## src/rtl/max_pool_2x2.sv

```systemverilog
// Streaming 2x2 stride-2 signed max-pool over a raster-scan activation stream.
// Optional MAXPOOL_FRAME_DONE_EN adds a frame_done pulse on the last window of each frame.
module max_pool_2x2 #(
  parameter int DATA_WIDTH = 22,
  parameter int IMG_WIDTH  = 32,
  parameter int IMG_HEIGHT = 32
) (
  input  logic                         clk,
  input  logic                         rst,
  input  logic                         pixel_valid,
  input  logic signed [DATA_WIDTH-1:0] pixel_in,
  output logic                         result_valid,
  output logic signed [DATA_WIDTH-1:0] result_out
`ifdef MAXPOOL_FRAME_DONE_EN
  ,
  output logic                         frame_done
`endif
);

  localparam int CW   = (IMG_WIDTH > 2) ? $clog2(IMG_WIDTH) : 1;
  localparam int RW   = (IMG_HEIGHT > 2) ? $clog2(IMG_HEIGHT) : 1;
  localparam int HALF = IMG_WIDTH / 2;
  localparam int LBW  = (HALF > 1) ? $clog2(HALF) : 1;

  typedef enum logic {
    EVEN_ROW = 1'b0,
    ODD_ROW  = 1'b1
  } state_t;

  state_t state_q, state_d;

  logic [CW-1:0]                col_cnt;
  logic [RW-1:0]                row_cnt;
  logic signed [DATA_WIDTH-1:0] pair_q;
  logic signed [DATA_WIDTH-1:0] line_buf [HALF];

  logic                         col_last;
  logic                         row_last;
  logic [LBW-1:0]               lb_idx;
  logic signed [DATA_WIDTH-1:0] lb_rd;
  logic signed [DATA_WIDTH-1:0] pair_max;
  logic signed [DATA_WIDTH-1:0] win_max;
  logic                         lb_we;
  logic                         win_done;

  assign col_last = (col_cnt == CW'(IMG_WIDTH - 1));
  assign row_last = (row_cnt == RW'(IMG_HEIGHT - 1));
  assign lb_idx   = LBW'(col_cnt >> 1);
  assign lb_rd    = line_buf[lb_idx];
  assign pair_max = (pair_q > pixel_in) ? pair_q : pixel_in;
  assign win_max  = (lb_rd > pair_max) ? lb_rd : pair_max;

  always_comb begin
    state_d  = state_q;
    lb_we    = 1'b0;
    win_done = 1'b0;
    if (pixel_valid && col_cnt[0]) begin
      if (state_q == EVEN_ROW) lb_we    = 1'b1;
      else                     win_done = 1'b1;
    end
    if (pixel_valid && col_last) begin
      state_d = (row_last || state_q == ODD_ROW) ? EVEN_ROW : ODD_ROW;
    end
  end

  always_ff @(posedge clk or negedge rst) begin
    if (!rst) begin
      state_q      <= EVEN_ROW;
      col_cnt      <= '0;
      row_cnt      <= '0;
      pair_q       <= '0;
      result_valid <= 1'b0;
      result_out   <= '0;
    end else begin
      state_q      <= state_d;
      result_valid <= win_done;
      if (win_done) result_out <= win_max;
      if (pixel_valid) begin
        if (!col_cnt[0]) pair_q <= pixel_in;
        if (col_last) begin
          col_cnt <= '0;
          row_cnt <= row_last ? '0 : row_cnt + RW'(1);
        end else begin
          col_cnt <= col_cnt + CW'(1);
        end
      end
    end
  end

  // Contents need no reset: every even row rewrites each entry before the odd row reads it.
  always_ff @(posedge clk) begin
    if (lb_we) line_buf[lb_idx] <= pair_max;
  end

`ifdef MAXPOOL_FRAME_DONE_EN
  always_ff @(posedge clk or negedge rst) begin
    if (!rst) frame_done <= 1'b0;
    else      frame_done <= win_done && col_last && row_last;
  end
`endif

endmodule

```

## config.mk

```make
export PLATFORM = sky130hd
export DESIGN_NAME = max_pool_2x2
export DESIGN_NICKNAME = d
export VERILOG_FILES = /design/src/rtl/max_pool_2x2.sv
export SDC_FILE = /design/constraint.sdc
export NUM_CORES = 1
export LEC_CHECK = 0
export CORE_MARGIN = 2
export CORE_UTILIZATION = 50
export CTS_BUF_LIST = sky130_fd_sc_hd__clkbuf_16
export CTS_CLUSTER_DIAMETER = 50
export DETAILED_ROUTE_END_ITERATION = 10
export GPL_TIMING_DRIVEN = 0
export PLACE_DENSITY = 0.67
export SLEW_MARGIN = 20
export SYNTH_ARGS = -nofsm -noshare
export SYNTH_HDL_FRONTEND = slang
export SYNTH_SLANG_ARGS = --single-unit
```

## constraint.sdc

```tcl
create_clock -name clk -period 10.8 [get_ports clk]
set_input_delay 1.62 -clock clk [delete_from_list [all_inputs] [get_ports clk]]
set_output_delay 1.62 -clock clk [all_outputs]
set_load 0.02 [all_outputs]
```

# Word level (Yosys, flattened, before mapping)
# Memory sizes are Yosys's and may differ from the RTL's.
# Cells that the tools add are included.
dict set report totals {
  reg_bits 56
  ram_bits 352
  input_bits 25
  wordCells 30
  memories 1
  out_inout_bits 23
}
dict set report op_classes {
  n_lt_le_gt_ge 2
  bitwise 1
  n_eq_ne 2
  reduce_logical 5
  n_mux 11
  addsub 2
}
# memory depth width rd rd_ports_with_merged_regs write_ports line_no
set mem_list {}
lappend mem_list {line_buf 16 22 1 0 1 35} ;# logic signed [DATA_WIDTH-1:0] line_buf [HALF];
# cell count
set ops {}
lappend ops {{$gt 22x22->1} 2}
lappend ops {{$mux 22} 2}
lappend ops {{$add 5x1->5 const B} 2}
lappend ops {{$eq 5x5->1 const B} 2}
lappend ops {{$mux 5} 2}
lappend ops {{$mux 1} 7}
lappend ops {{$reduce_and 2->1} 2}
lappend ops {{$logic_and 1x1->1} 2}
lappend ops {{$logic_or 1x1->1} 1}
lappend ops {{$not 1->1} 1}

# Logic depth before layout (Yosys ltp)
dict set report depth {
  word_depth 4
  depth_mapped 19
  depth_no_buf 16
}

# Least setup slack after synthesis
# Ideal clock, no wire load.
dict set report synth_path {
  path_kind {input -> register}
  start {input port pixel_in[21]}
  end {register result_out[0]}
  arrival_time_ns 5.391
  path_slack_ns 5.343
  t_required_ns 10.734
  cell_stages 18
  path_buffers 2
  path_cell_list {inv_1 ha_1 nand4_2 nor4_4 o31ai_2 nand2_2 buf_4 mux2_2 and3_1 ha_1 and4_1 and4_1 o31ai_1 o211ai_1 mux2i_1 and2_0 clkbuf_1 a221o_1}
}
dict set report synth_between {
  elab_chain_cells 4
}
# item line_no
set synth_rtl {}
lappend synth_rtl {{start, declared} 11} ;# input logic signed [DATA_WIDTH-1:0] pixel_in,
lappend synth_rtl {{$gt 22x22->1} 50} ;# assign pair_max = (pair_q > pixel_in) ? pair_q : pixel_in;
lappend synth_rtl {{$mux 22 *} 50}
lappend synth_rtl {{$gt 22x22->1} 51} ;# assign win_max = (lb_rd > pair_max) ? lb_rd : pair_max;
lappend synth_rtl {{$mux 22 *} 51}
lappend synth_rtl {{end signal, assigned} 77} ;# if (win_done) result_out <= win_max;
lappend synth_rtl {{end, declared} 13} ;# output logic signed [DATA_WIDTH-1:0] result_out
# Mark *: on every way between the ends. The rest lies on a longest branch, timed or not.
# A chain may end at the register's enable or synchronous reset.

# Final worst setup path
dict set report layout_path {
  start {input port pixel_in[21]}
  end {register result_out[11]}
}
# Same word-level chain as after synthesis.

==> flow_summary.yaml <==
outcome:
  status: "finished with violations"
  violations: "design-rule violations"
layout:
  antenna_cells: 0
  drive_above_1_share_pct: 21.7
  final_design_area_no_fill_sq_um: 21100
  syn2layout_area_growth_pct: 16.2
  final_nets: 1309
  layoutNonFillerInstCount: 1726
synth:
  synth_top_family_by_area: "multiplexers"
  syn_nets: 1198
  syn_area_per_cell_sq_um: 16.1
  synth-simple-area-share_pct: 6.74
  muxShareOfSynthArea_pct: 15.5
  synth-seq-cells: 408
  synthArstFlopShare_pct: 13.7
  synth.area.top_cells: "edfxtp_1 (58%), mux4_2 (14%), dfrtp_1 (7.7%)"
  yosysTopAreaCell: "edfxtp_1"
  yosys-top-cells-count: "edfxtp_1 (352), mux4_2 (110), nand2_1 (108)"
  yosysMostFrequentCell: "edfxtp_1"
  yosys.cell_types.count: 46
  synthCells: 1125
  synth_edf_count: 352
  synth_top_area_share_pct: 58.3
  ys_warn_count: 0
  seq_area_frac_synth_pct: 66.1
  synth_fa_ha_area_share_pct: 3.31
  synth_compound_area_share_pct: 5.66
  synth_area_sq_um: 18100
  synth_ff_type: "edfxtp_1"
  synth_xor_xnor_area_share_pct: 0.0483
grt:
  grt_pass1_vias: 10900
  overflow: 0
  track_usage_pct: 25.0
  grt_pass1_wl_microns: 68600
  antenna_found_initial: 0
  grt_max_degree: 40
min_path:
  hp-class: "flip-flop to flip-flop"
cts:
  clk-insertion-delay-late_ns: 0.57
  clk_path_buf_depth: 3
  cts.repair.resized: 0
  htreeDepth: 2
  cts_root_buffer: "clkbuf_16"
  clk_pin_slew_ns: 0.06
  hold_buffers: 0
  cts_setup_buffers: 0
  cts_made_buffers: 45
  cts_tree: "yes"
  cts.sinks: 408
worst_setup_path:
  cp-end-kind: "flip-flop"
  startpoint_type: "input port"
  cp_data_arrival_time_ns: 7.62
  crit_required_ns: 11.30
  crit_type: "input port to flip-flop"
  crit_fanout: 10
routing:
  route.detailed.drc: 4
  routedWlPerCell_microns: 26.7
  drt-total-wl_microns: 46100
  viasPerCell: 6.23
  first_iter_violations: 998
  ant_nets: 0
  via_count: 10800
  drtPass1Iterations: 9
power:
  power_density_nw_per_um2: 257
  pwr-share-comb_pct: 36.0
  switchingPower_mw: 1.85
  p_int_mw: 3.56
  swShare_pct: 34.2
  power_frac_seq_pct: 37.8
  leakagePower_nw: 7.22
  peakVddDrop_v: 0.000116
  pwr-share-clk_pct: 26.2
timing:
  final-hold-violation-count: 0
  fmax_ghz: 0.140
  tns_ns: 0
  period_share_pct: 65.9
  period_needed_ns: 7.12
  fin_worst_skew_ns: 0.0192
  slew_headroom_pct: 33.8
  worst_slew_pin_slew_ns: 0.993
  setup_viol: 0
  worst_slack_ns: 3.68
  hold_ws_ns: 0.521
  drv_slew: 0
  grt_setup_unrepaired: "false"
floorplanning:
  dieWidth_microns: 194
  io_pins: 48
  dieArea_sq_um: 37800
  initial_core_util_pct: 50.8
  die_h_microns: 194
  core_area_sq_um: 35700
  rows: 69
placed_design:
  place_congestion: 0.926
  place_inst: 1650
  io_buffer_count: 47
  post-place-ws_ns: 3.23
  place_area_sq_um: 19700
  place_hpwl_microns: 31200
run:
  drv_cap: 0
==> worst max-delay path, stage by stage <==
cell and delay, ns:
clkdlybuf4s50_1 0.55, inv_1 0.09, ha_1 0.38, nand4_2 0.21, nor2_1 0.07, a22oi_1 0.74
clkbuf_1 0.54, nand3_1 0.14, mux2_2 0.27, and3_1 0.22, ha_1 0.34, a21oi_1 0.13
o21ai_0 0.15, a221oi_1 0.60, o211ai_1 0.18, mux2i_1 0.39, and2_0 0.29, clkbuf_1 0.46
a221o_1 0.24
==> layer usage <==
layer	up-vias	track usage, %	wire length [microns]
met2	465	41.5	22800
met3	117	4.42	3400
li1	4690	-	-
met4	0	11.5	2010
met5	-	0	0
met1	5478	32.4	17900
==> layout by cell type, fill, tap and decap left out, drive strengths merged, types with 3 or more instances in the layout <==
cell           count
a211oi            20
a21oi             43
a221o             22
a41oi             20
and3              22
and4               6
buf               37
clkbuf            97
clkdlybuf4s50     46
clkinv            14
dfrtp             56
edfxtp           352
ha                48
inv               64
mux2              26
mux2i              4
mux4             110
nand2            109
nand2b             6
nand3             29
nand4              9
nor2              45
nor3              25
o21ai             34
or3                3
==> stage by stage <==
| step | power, mW | util (%) |
|---|---|---|
| 6_report | 5.41 | 59.0 |
| 5_1_grt | 5.67 | 59.0 |
| 4_1_cts | 5.44 | 59.0 |
| 3_5_place_dp | 4.02 | 55.2 |
| 3_3_place_gp | 3.93 | 53.8 |
| 2_1_floorplan | 3.33 | - |
==> logic make-up (layout without fill, tap and decap cells) <==
logic type      Yosys count  count (layout)
buf+inv                 120             260
compound gates          148             148
fa+ha+maj                48              48
xor+xnor                  1               1
simple gates            260             260
flops                   408             408
mux                     140             140
==> final cells by class <==
class | instances | area, sq um
Clock inverter | 31 | 230
Clock buffer | 45 | 1130
Inverter | 49 | 184
Multi-Input combinational cell | 597 | 5790
Tap cell | 461 | 577
Fill cell | 2619 | 14600
Sequential cell | 408 | 12000
Timing Repair Buffer | 64 | 876
Buffer | 71 | 300
==> worst paths after layout <==
kind / start / to / slack (ns) / cells after the start
worst max-delay path: pixel_in[21] / result_out[11] / 3.68 / 19
worst min-delay path: result_out[13] / result_out[13] / 0.52 / 1
worst max register to register: pair_q[21] / result_out[11] / 4.96 / 17
worst min register to register: result_out[13] / result_out[13] / 0.52 / 1
max in group asynchronous: rst / pair_q[6] / 9.37 / 2
min in group asynchronous: rst / pair_q[19] / 0.93 / 1
==> sequential cells by signal, indices dropped and copies added, names as in the netlist <==
signal / flops
result_out: 22
col_cnt: 5
pair_q: 22
row_cnt: 5
line_buf: 352
result_valid: 1
state_q: 1
==> power groups by stage <==
stage	Sequential, mW	Clock [mW]	Combinational (mW)
final	2.05	1.42	1.95
after global routing	2.06	1.50	2.11
after CTS	2.05	1.44	1.95
after detailed placement	2.07	0	1.94
after global placement	2.08	0	1.85
after floorplan	2.09	0	1.25
Note: power is estimated with default switching activity, not from simulation.
